===== config.mk =====
export PLATFORM = sky130hd
export DESIGN_NAME = flap_input_conditioner
export DESIGN_NICKNAME = d
export VERILOG_FILES = /design/src/rtl/flappy_pkg.sv /design/src/rtl/flap_input_conditioner_bit_sync.sv /design/src/rtl/flap_input_conditioner.sv
export SDC_FILE = /design/constraint.sdc
export NUM_CORES = 1
export LEC_CHECK = 0
export ABC_AREA = 0
export BUFFER_PORTS_ARGS = -buffer_cell sky130_fd_sc_hd__buf_2
export CAP_MARGIN = 20
export CORE_MARGIN = 10
export CORE_UTILIZATION = 35
export DETAILED_ROUTE_END_ITERATION = 10
export GPL_ROUTABILITY_DRIVEN = 0
export MAX_ROUTING_LAYER = met4
export PLACE_DENSITY = 0.53
export SLEW_MARGIN = 20
export SYNTH_ARGS = -nofsm -noshare
export SYNTH_HDL_FRONTEND = slang
export SYNTH_HIERARCHICAL = 1
export SYNTH_SLANG_ARGS = --single-unit

===== constraint.sdc =====
create_clock -name clk -period 5.75 [get_ports clk]
set_input_delay 0.2875 -clock clk [delete_from_list [all_inputs] [get_ports clk]]
set_output_delay 0.2875 -clock clk [all_outputs]
set_load 0.01 [all_outputs]

===== src/rtl/flappy_pkg.sv =====
// Shared types and constants for the flappy button/physics front end.
// Holds the button FSM states, clock-derived defaults and the flap pending-flag rule.
package flappy_pkg;

  typedef enum logic [1:0] {
    RELEASED     = 2'd0,
    PRESS_WAIT   = 2'd1,
    HELD         = 2'd2,
    RELEASE_WAIT = 2'd3
  } btn_state_t;

  localparam int CLK_HZ      = 25_000_000;
  localparam int DEBOUNCE_MS = 10;
  localparam int REPEAT_MS   = 250;

  localparam int DEFAULT_DEBOUNCE_CYCLES = (CLK_HZ / 1000) * DEBOUNCE_MS;
  localparam int DEFAULT_REPEAT_CYCLES   = (CLK_HZ / 1000) * REPEAT_MS;
  localparam int DEFAULT_CNT_W           = 24;

  // frame_tick is a one-cycle strobe marking the cycle the physics block samples flap_btn;
  // a pending flap is consumed only by a tick that sees it high.
  function automatic logic frame_consumes(input logic tick, input logic pend);
    return tick & pend;
  endfunction

  // A new press wins over consumption so two flaps are never merged into one.
  function automatic logic next_pending(input logic evt, input logic tick, input logic pend);
    if (evt) return 1'b1;
    if (frame_consumes(tick, pend)) return 1'b0;
    return pend;
  endfunction

endpackage


===== src/rtl/flap_input_conditioner_bit_sync.sv =====
// Multi-flop synchroniser for an asynchronous single-bit input.
// Reused by every board push-button input.
module bit_sync
  import flappy_pkg::*;
#(
  parameter int SYNC_STAGES = 2
) (
  input  logic clk,
  input  logic reset_n,
  input  logic d,
  output logic q
);

  logic [SYNC_STAGES-1:0] chain;

  always_ff @(posedge clk or negedge reset_n) begin
    if (!reset_n) chain <= '0;
    else          chain <= {chain[SYNC_STAGES-2:0], d};
  end

  assign q = chain[SYNC_STAGES-1];

endmodule


===== src/rtl/flap_input_conditioner.sv =====
// Button synchroniser, debouncer and flap-request holder feeding the physics flap_btn input.
// Optional macro FLAP_AUTOREPEAT_EN adds periodic press events while the button stays held.
module flap_input_conditioner
  import flappy_pkg::*;
#(
  parameter int SYNC_STAGES     = 2,
  parameter int DEBOUNCE_CYCLES = DEFAULT_DEBOUNCE_CYCLES,
  parameter int REPEAT_CYCLES   = DEFAULT_REPEAT_CYCLES,
  parameter int CNT_W           = DEFAULT_CNT_W
) (
  input  logic clk,
  input  logic reset_n,
  input  logic btn_raw,
  input  logic frame_tick,
  output logic flap_req,
  output logic btn_level,
  output logic overrun
);

  if (SYNC_STAGES < 2 || SYNC_STAGES > 4 || DEBOUNCE_CYCLES < 2 || REPEAT_CYCLES < 1 ||
      longint'(DEBOUNCE_CYCLES) >= (longint'(1) << CNT_W) ||
      longint'(REPEAT_CYCLES) >= (longint'(1) << CNT_W)) begin : g_bad_cfg
    $error("flap_input_conditioner: illegal parameter combination");
  end

  localparam logic [CNT_W-1:0] DEB_LAST = CNT_W'(DEBOUNCE_CYCLES - 1);
  localparam logic [CNT_W-1:0] CNT_ONE  = CNT_W'(1);

  logic             btn_s;
  btn_state_t       state;
  logic [CNT_W-1:0] cnt;
  logic             press_deb;
  logic             press_evt;

  bit_sync #(.SYNC_STAGES(SYNC_STAGES)) u_sync (
    .clk     (clk),
    .reset_n (reset_n),
    .d       (btn_raw),
    .q       (btn_s)
  );

  // Debounce FSM: a level change is accepted after DEBOUNCE_CYCLES consecutive stable samples.
  always_ff @(posedge clk or negedge reset_n) begin
    if (!reset_n) begin
      state     <= RELEASED;
      cnt       <= '0;
      btn_level <= 1'b0;
      press_deb <= 1'b0;
    end else begin
      press_deb <= 1'b0;
      case (state)
        RELEASED: begin
          if (btn_s) begin
            state <= PRESS_WAIT;
            cnt   <= '0;
          end
        end
        PRESS_WAIT: begin
          if (!btn_s) begin
            state <= RELEASED;
            cnt   <= '0;
          end else if (cnt + CNT_ONE == DEB_LAST) begin
            state     <= HELD;
            cnt       <= '0;
            btn_level <= 1'b1;
            press_deb <= 1'b1;
          end else begin
            cnt <= cnt + CNT_ONE;
          end
        end
        HELD: begin
          if (!btn_s) begin
            state <= RELEASE_WAIT;
            cnt   <= '0;
          end
        end
        RELEASE_WAIT: begin
          if (btn_s) begin
            state <= HELD;
            cnt   <= '0;
          end else if (cnt + CNT_ONE == DEB_LAST) begin
            state     <= RELEASED;
            cnt       <= '0;
            btn_level <= 1'b0;
          end else begin
            cnt <= cnt + CNT_ONE;
          end
        end
        default: begin
          state     <= RELEASED;
          cnt       <= '0;
          btn_level <= 1'b0;
        end
      endcase
    end
  end

`ifdef FLAP_AUTOREPEAT_EN
  localparam logic [CNT_W-1:0] RPT_LAST = CNT_W'(REPEAT_CYCLES - 1);

  logic [CNT_W-1:0] rpt_cnt;
  logic             rpt_evt;

  // Repeat timer only advances while the button is steadily held; any other cycle restarts it.
  always_ff @(posedge clk or negedge reset_n) begin
    if (!reset_n) begin
      rpt_cnt <= '0;
      rpt_evt <= 1'b0;
    end else begin
      rpt_evt <= 1'b0;
      if (state == HELD && btn_s) begin
        if (rpt_cnt == RPT_LAST) begin
          rpt_cnt <= '0;
          rpt_evt <= 1'b1;
        end else begin
          rpt_cnt <= rpt_cnt + CNT_ONE;
        end
      end else begin
        rpt_cnt <= '0;
      end
    end
  end

  assign press_evt = press_deb | rpt_evt;
`else
  assign press_evt = press_deb;
`endif

  always_ff @(posedge clk or negedge reset_n) begin
    if (!reset_n) begin
      flap_req <= 1'b0;
      overrun  <= 1'b0;
    end else begin
      flap_req <= next_pending(press_evt, frame_tick, flap_req);
      overrun  <= press_evt & flap_req & ~frame_tick;
    end
  end

endmodule

# ---- After elaboration in Yosys (flattened, before gate mapping)
# Index checks and enable logic that the tools add are counted.
# Widths: inputs -> output; s select.
dict set report totals {
  register_bits 32
  inputBits 4
  output_inout_bits 3
  elab_cells 58
}
dict set report classes {
  n_addsub 1
  eq_ne 12
  mux 28
  n_bitwise 4
  n_reduce_logical 6
}
# op n
set op_table {}
lappend op_table {{$mux 24} 5}
lappend op_table {{$pmux 24 s4} 1}
lappend op_table {{$add 24x1->24 const B} 1}
lappend op_table {{$eq 24x18->1 const B} 1}
lappend op_table {{$mux 1} 14}
lappend op_table {{$mux 2} 6}
lappend op_table {{$ne 2x2->1 const B} 4}
lappend op_table {{$pmux 2 s4} 1}
lappend op_table {{$reduce_and 5->1} 1}
lappend op_table {{$eq 2x2->1 const B} 2}
lappend op_table {{$ne 2x1->1 const B} 2}
lappend op_table {{$reduce_and 4->1} 1}
lappend op_table {{$reduce_bool 2->1} 2}
lappend op_table {{$and 1x1->1} 3}
lappend op_table {{$ne 3x2->1 const B} 1}
lappend op_table {{$ne 3x3->1 const B} 1}
lappend op_table {{$eq 2x1->1 const B} 1}
lappend op_table {{$logic_not 2->1} 1}
lappend op_table {{$pmux 1 s2} 1}
lappend op_table {{$reduce_and 2->1} 1}
lappend op_table {{$not 1->1} 1}

# ---- Longest topological paths before layout
# Gate-level depths: netlist of the first run.
dict set report depth {
  ltp_word 5
  ltp_mapped 10
  depth_no_buf 9
}

# ---- Modules after synthesis
# Netlist of the first run, hierarchy kept.
# module instances cells_each area_per_inst_um2 seq_area_each_um2
set modules_own_cells {}
lappend modules_own_cells {flap_input_conditioner 1 224 2006.9 750.7}
lappend modules_own_cells {bit_sync 1 2 50.0 50.0}

# ---- Worst setup path before layout of the first run
# Ideal clock, no wire load.
dict set report synth_timing {
  kind {flip-flop to flip-flop}
  from {register cnt[0]}
  to {register btn_level}
  setup_time_ps 124
  t_arrival_ps 2536
  required_time_ps 5626
  slack_ps 3091
  path_stages_with_launch 10
  path_buffers 0
  period_less_slack_ps 2659
  path_cell_list {dfrtp_1 > ha_1 > nand2b_1 > nand2_1 > nand4b_1 > or4_1 > or4_4 > a2111oi_4 > nand2_1 > a211o_1}
}
dict set report synth_between {
  elab_chain_cells 4
  word_cells_on_any_way 5
  cone_classes {1 x add/sub; 3 x eq/ne; 1 x reduce/logical}
}
# element line
set synth_lines {}
lappend synth_lines {{start, declared} flap_input_conditioner.sv:31} ;# logic [CNT_W-1:0] cnt;
lappend synth_lines {{start signal, assigned} flap_input_conditioner.sv:68} ;# cnt <= cnt + CNT_ONE;
lappend synth_lines {{start signal, assigned} flap_input_conditioner.sv:86} ;# cnt <= cnt + CNT_ONE;
lappend synth_lines {{$add 24x1->24 *} {flap_input_conditioner.sv:62, flap_input_conditioner.sv:81}}
lappend synth_lines {{$eq 24x18->1 *} {flap_input_conditioner.sv:62, flap_input_conditioner.sv:81}}
lappend synth_lines {{$ne 2x2->1 (no source line)} n/a}
lappend synth_lines {{$reduce_and 5->1 (no source line) *} n/a}
lappend synth_lines {{end signal, assigned} flap_input_conditioner.sv:65} ;# btn_level <= 1'b1;
lappend synth_lines {{end signal, assigned} flap_input_conditioner.sv:84} ;# btn_level <= 1'b0;
lappend synth_lines {{end signal, assigned} flap_input_conditioner.sv:92} ;# btn_level <= 1'b0;
lappend synth_lines {{end, declared} flap_input_conditioner.sv:16} ;# output logic btn_level,
# Every way passes the cells marked *; elsewhere a longest branch is shown, timed or not.
# A chain may end at the register's enable or synchronous reset.

# ---- Worst setup path after layout of the first run
dict set report layout_timing {
  from {register cnt[0]}
  to {register cnt[14]}
}
dict set report layout_between {
  elab_chain_cells 5
  word_cells_on_any_way 6
  cone_classes {1 x add/sub; 1 x eq/ne; 4 x mux}
}
# element line
set layout_lines {}
lappend layout_lines {{$add 24x1->24 *} n/a}
lappend layout_lines {{$eq 24x18->1} {flap_input_conditioner.sv:62, flap_input_conditioner.sv:81}}
lappend layout_lines {{$mux 24 *} {flap_input_conditioner.sv:62, flap_input_conditioner.sv:81}}
lappend layout_lines {{$mux 24, on equally long branches} {flap_input_conditioner.sv:78, flap_input_conditioner.sv:59}}
lappend layout_lines {{$pmux 24 s4 *} flap_input_conditioner.sv:51} ;# case (state)
# Marks and branches as above.

==> results.cfg, run 1 <==
[clock_network]
clkLatencyLatePin_ps = 280
clk_pin_slew_ps = 70
h-tree-depth = 2
clkSinkCount = 32
clockBufferDepth = 2
cts_tree = done
hold_buffers = 0
cts_root_buffer = clkbuf_8
postCtsSetupBuffers = 0
cts_made_buffers = 5
cts.repair.resized = 0

[placement]
hpwl_mm = 3.208
place_inst = 293
placement.io_buffers = 6

[timing]
slew_headroom_pct = 41.96
finalCriticalPeriod_ps = 3107
skew_ps = 2.444
rsz0062_at_grt = false
tightest_slew_ps = 870.1
tns_ps = 0
max_freq_ghz = 0.3219
post-route-period-util_pct = 54.03
hold_violations = 0
setup_viol = 0
slew_violations = 0

[pwr]
power-per-cell-area_nw_per_um2 = 209.9
p_switching_uw = 106.3
ir_drop_uv = 130.4
power.leakage_uw = 0.0009484
finalPower_uw = 467.0
p_seq_share_pct = 49.4
p_int_uw = 360.7
power_frac_clock_pct = 46.1
power_frac_comb_pct = 4.5
p_sw_share_pct = 22.77

[final_layout]
diodes = 0
fin_cells = 301
drive_gt1_share_pct = 13.54
nets = 234
area_growth_pct = 8.151

[routing]
ant_nets = 0
vias = 1671
drt_iter0_drc = 213
postRouteWirelength_mm = 4.646
wl_per_cell_um = 15.44
viasPerCell = 5.551
dr.pass1.iters = 4
drcViolationCount = 0

[grt]
grt_first_pass_wirelength_mm = 8.010
grt_usage_pct = 10.21
globalRouteOverflowTotal = 0
grt_start_max_net_pins = 33
grt_pass1_vias = 1532
antenna_found_initial = 0

[synth]
synth_seq_cells = 32
ys_warn_count = 6
netlist_area_um2 = 2057
seq_area_frac_synth_pct = 38.93
synth_edf_count = 0
synthArstFlopShare_pct = 100.0
synthCells = 226
synth_ff_type = dfrtp_1
synth_nets = 232
syn_avg_cell_area_um2 = 9.102
yosysTopAreaCell = dfrtp_1
ys_top_cells_by_area = dfrtp_1, nand2_1, o21ai_0, nand3_1, nor2_1
yosysTopAreaCellShare_pct = 38.93
ys_types = 58

[floorplanning]
io_pins = 7
start_util_pct = 36.68
placementRows = 27
fp.dieW_um = 96.66
core_um2 = 5608
dieArea_um2 = 9343
die_y_um = 96.66

[setup_path]
startpoint = cnt[0]
crit_type = flop to flop
regToRegSetupSlack_ps = 2640
endpoint_kind = flop
worst-path-max-fanout = 13
r2r-end = cnt[14]
startpoint_type = flop
timing.rr.start = cnt[0]
arrival_ps = 3270
cp.required_ps = 5920
cp-endpoint = cnt[14]
reg2reg_depth = 9

[outcome]
outcome = finished, final reports clean

[job]
drv_cap = 0

[hold_path]
hold_path.class = primary input to asynchronous set/reset pin
-- through the flow --
step	worst slack [ps]	utilization, %	hold WS [ps]	area (um^2)
after floorplan	3091	-	-8.091	2057
after global placement	2694	37.68	333.5	2113
after detailed placement	2665	37.68	337.9	2113
after CTS	2656	39.67	97.35	2225
after global routing	2316	39.67	100.6	2225
final	2643	39.67	50.74	2225
-- registers in the layout, summed over array words and instances, names as in the netlist, named ones only --
signal and cells:
btn_level 1, cnt 24, flap_req 1, overrun 1, press_deb 1, state 1, u_sync/chain 2
-- worst max-delay path, cell delays in order, from the launching register on --
cell	delay, ps
dfrtp_1	450
ha_1	250
nand4_1	180
nor4_4	560
and4_1	330
a31o_1	190
o21ai_2	90
o21ai_2	530
nor3_1	110
a211o_1	290
-- power groups by stage --
stage               Clock [uW]  Combinational [uW]  Sequential (uW)
floorplan                    0                12.2              234
global placement             0                21.9              235
detailed placement           0                21.8              235
CTS                        222                22.0              230
global route               231                24.4              231
finish                     215                21.1              231
-- logic make-up after synthesis --
kind of cell / Yosys count / synth area share [%]
AOI/OAI and AO/OA: 59 / 20.74
xor gates and xnor gates: 9 / 3.832
adders and majority gates: 2 / 1.216
buffers and inverters: 17 / 4.379
DFF: 32 / 38.93
muxes: 1 / 0.5474
and+or+nand+nor: 106 / 30.35
-- Yosys cell counts (all sizes together), types with 5 or more instances --
cell type / n
nand4: 10
inv: 5
buf: 6
a21oi: 7
o21ai: 23
dfrtp: 32
nor3: 6
nand2: 30
nand3: 15
xor2: 6
nor2: 16
clkbuf: 5
a21o: 6
-- layout make-up --
type	instances	area, um^2
Clock inverter	3	42.54
Inverter	5	18.77
Multi-Input combinational cell	177	1166
Tap cell	72	90.09
Timing Repair Buffer	7	37.54
Sequential cell	32	800.8
Fill cell	600	3383
Clock buffer	5	68.82
-- per-layer routing --
metal  global-route usage (%)  routed length [um]  vias up
met5                        -                   0        -
met4                    2.368                  41        0
met3                    2.484                 101        5
met2                    15.03                2113       14
met1                    13.69                2390      812
li1                         -                   -      840
-- cell usage in the layout, fill, tap and decap left out, drive strengths merged, types with 2 or more instances in the layout --
cell / n
xor2: 6
o31ai: 3
nand2b: 2
nor4b: 2
buf: 7
and3: 3
a211o: 4
or2: 2
inv: 5
and4: 4
and2: 4
or4: 3
nand3: 15
nor3: 6
or3: 3
a21oi: 7
dfrtp: 32
xnor2: 3
a31o: 2
nor4: 4
nor2: 16
clkbuf: 5
a2111oi: 3
nand2: 30
ha: 2
o21ai: 23
a21o: 6
nand4: 10
-- worst min-delay path by stage --
stage                          from                    endpoint  slack (ps)
floorplan                   reset_n  asynchronous set/reset pin          -8
global placement    u_sync/chain[0]             u_sync/chain[1]         330
detailed placement  u_sync/chain[0]             u_sync/chain[1]         340
CTS                         reset_n                      cnt[6]         100
global route                btn_raw             u_sync/chain[0]         100
finish                      reset_n                      cnt[9]          50
No activity file was read; power rests on OpenSTA's default activity.
==> run 2: changes to the inputs <==
Settings changed: PLACE_DENSITY 0.53 to 0.55.
Clock period 5.75 ns to 2.59 ns, I/O delays scaled along.
==> results.cfg, run 2 (same netlist as run 1, synthesis figures left out) <==
[floorplanning]
fp.dieW_um = 96.66
io_pins = 7
placementRows = 27
dieArea_um2 = 9343
die_y_um = 96.66
start_util_pct = 36.68
core_um2 = 5608

[timing]
slew_headroom_pct = 47.96
slew_violations = 0
tns_ps = -241.9
post-route-period-util_pct = 104.0
setup_viol = 6
tightest_slew_ps = 777.8
skew_ps = 8.240
worst_slack_ps = -103.7
max_freq_ghz = 0.3712
finalCriticalPeriod_ps = 2694
hold_violations = 0
rsz0062_at_grt = true

[routing]
vias = 1864
drt_iter0_drc = 102
dr.pass1.iters = 4
postRouteWirelength_mm = 5.215
wl_per_cell_um = 14.94
ant_nets = 0
drcViolationCount = 0
viasPerCell = 5.341

[final_layout]
drive_gt1_share_pct = 32.49
nets = 282
postLayoutCellArea_um2 = 2676
layout_commonest_cell = buf_4
top_register = cnt
fin_cells = 349
fillers = 566
layout_common_cells = buf_4, nand2_1, dfrtp_1
final_util_pct = 47.72
largest_reg_flops = 24
diodes = 0
largest_registers = cnt: 24 flops, u_sync/chain: 2 flops
area_growth_pct = 30.11
multi_input_area_um2 = 1239
final-seq-area_um2 = 803.3

[setup_path]
crit_type = flop to flop
slowest_stage = or4_4
cpPeakStageDelay_ps = 500
cp.required_ps = 2770
path_cells = buf_6, nand3_4, or2_0, and2_4, or4_1, or4_4, a2111oi_4, nand2_1, a211o_1
path_buf_inv = 1
timing.rr.start = cnt[1]
r2r-end = btn_level
reg2reg_depth = 9
startpoint_type = flop
crit_family = simple AND/OR/NAND/NOR gates
regToRegSetupSlack_ps = -100
endpoint_kind = flop
worst-path-max-fanout = 6
arrival_ps = 2870

[hold_path]
hold_path.class = primary input to flop
hp-start = frame_tick
whs_endpoint = flap_req
holdPathStages = 3

[grt]
antenna_found_initial = 0
grt_usage_pct = 11.47
grt_start_max_net_pins = 33
globalRouteOverflowTotal = 0
grt_pass1_vias = 1774
grt_first_pass_wirelength_mm = 8.845

[pwr]
finalPower_uw = 1060
power.leakage_uw = 0.001204
power-per-cell-area_nw_per_um2 = 396.2
ir_drop_uv = 299.1

[outcome]
violations = negative setup slack
outcome = complete, but fails checks

[clock_network]
cts_tree = done
clk_pin_slew_ps = 70
clkSinkCount = 32
clockBufferDepth = 2
cts_made_buffers = 5
cts_root_buffer = clkbuf_8
clkLatencyLatePin_ps = 290
h-tree-depth = 2

[job]
drv_cap = 0

[placement]
place_inst = 334
place_area_um2 = 2424
hpwl_mm = 3.911
placement.io_buffers = 6
-- run 2: cell types whose count changed in the layout (fill, tap and decap cells not counted), sizes merged --
cell	previous run	this run
dlygate4sd3	0	2
buf	7	53
-- run 2: cell type report --
type / instances / area share, %
Multi-Input combinational cell: 177 / 46.28
Sequential cell: 32 / 30.01
Timing Repair Buffer: 55 / 15.47
Tap cell: 72 / 3.366
Clock buffer: 5 / 2.571
Clock inverter: 3 / 1.590
Inverter: 5 / 0.7013
-- run 2: routing by layer --
| layer | track usage, % | part of all wire, % |
|---|---|---|
| met4 | 3.044 | 1.2 |
| met1 | 14.01 | 46 |
| met3 | 3.265 | 4.6 |
| met2 | 18.05 | 48 |
| met5 | - | 0 |
-- run 2: worst max path at each step --
stage	startpoint	endpoint	slack, ps	cells after the start
floorplan	cnt[1]	btn_level	10	9
global placement	cnt[18]	btn_level	-160	8
detailed placement	cnt[18]	btn_level	-190	8
CTS	cnt[0]	btn_level	-120	9
global route	cnt[0]	btn_level	-240	9
finish	cnt[1]	btn_level	-100	9
-- run 2: stage by stage --
step           hold slack, ps  worst slack (ps)
2_1_floorplan          -166.1             10.08
3_3_place_gp            239.9            -159.9
3_5_place_dp            239.0            -191.6
4_1_cts                 115.6            -115.8
5_1_grt                 128.3            -241.4
6_report                121.1            -103.7
-- run 2: report_power, final --
group          total (uW)  switching (uW)  internal, uW
logic                69.5            42.0          27.5
clock network         479             194           284
registers             512            7.25           505
total                1060             244           817
-- run 2: what timing repair did --
action | in CTS | in global routing
pin swaps | 1 | 13
setup endpoints to repair | 7 | 15
buffers inserted | 1 | 4
gates resized for setup | 2 | 17
hold buffers | 2 | 0
hold endpoints to repair | 33 | 0
-- run 2: tightest hold or removal path, stage by stage --
cell and delay [ps]:
buf_2 100, inv_1 50, a21o_1 100
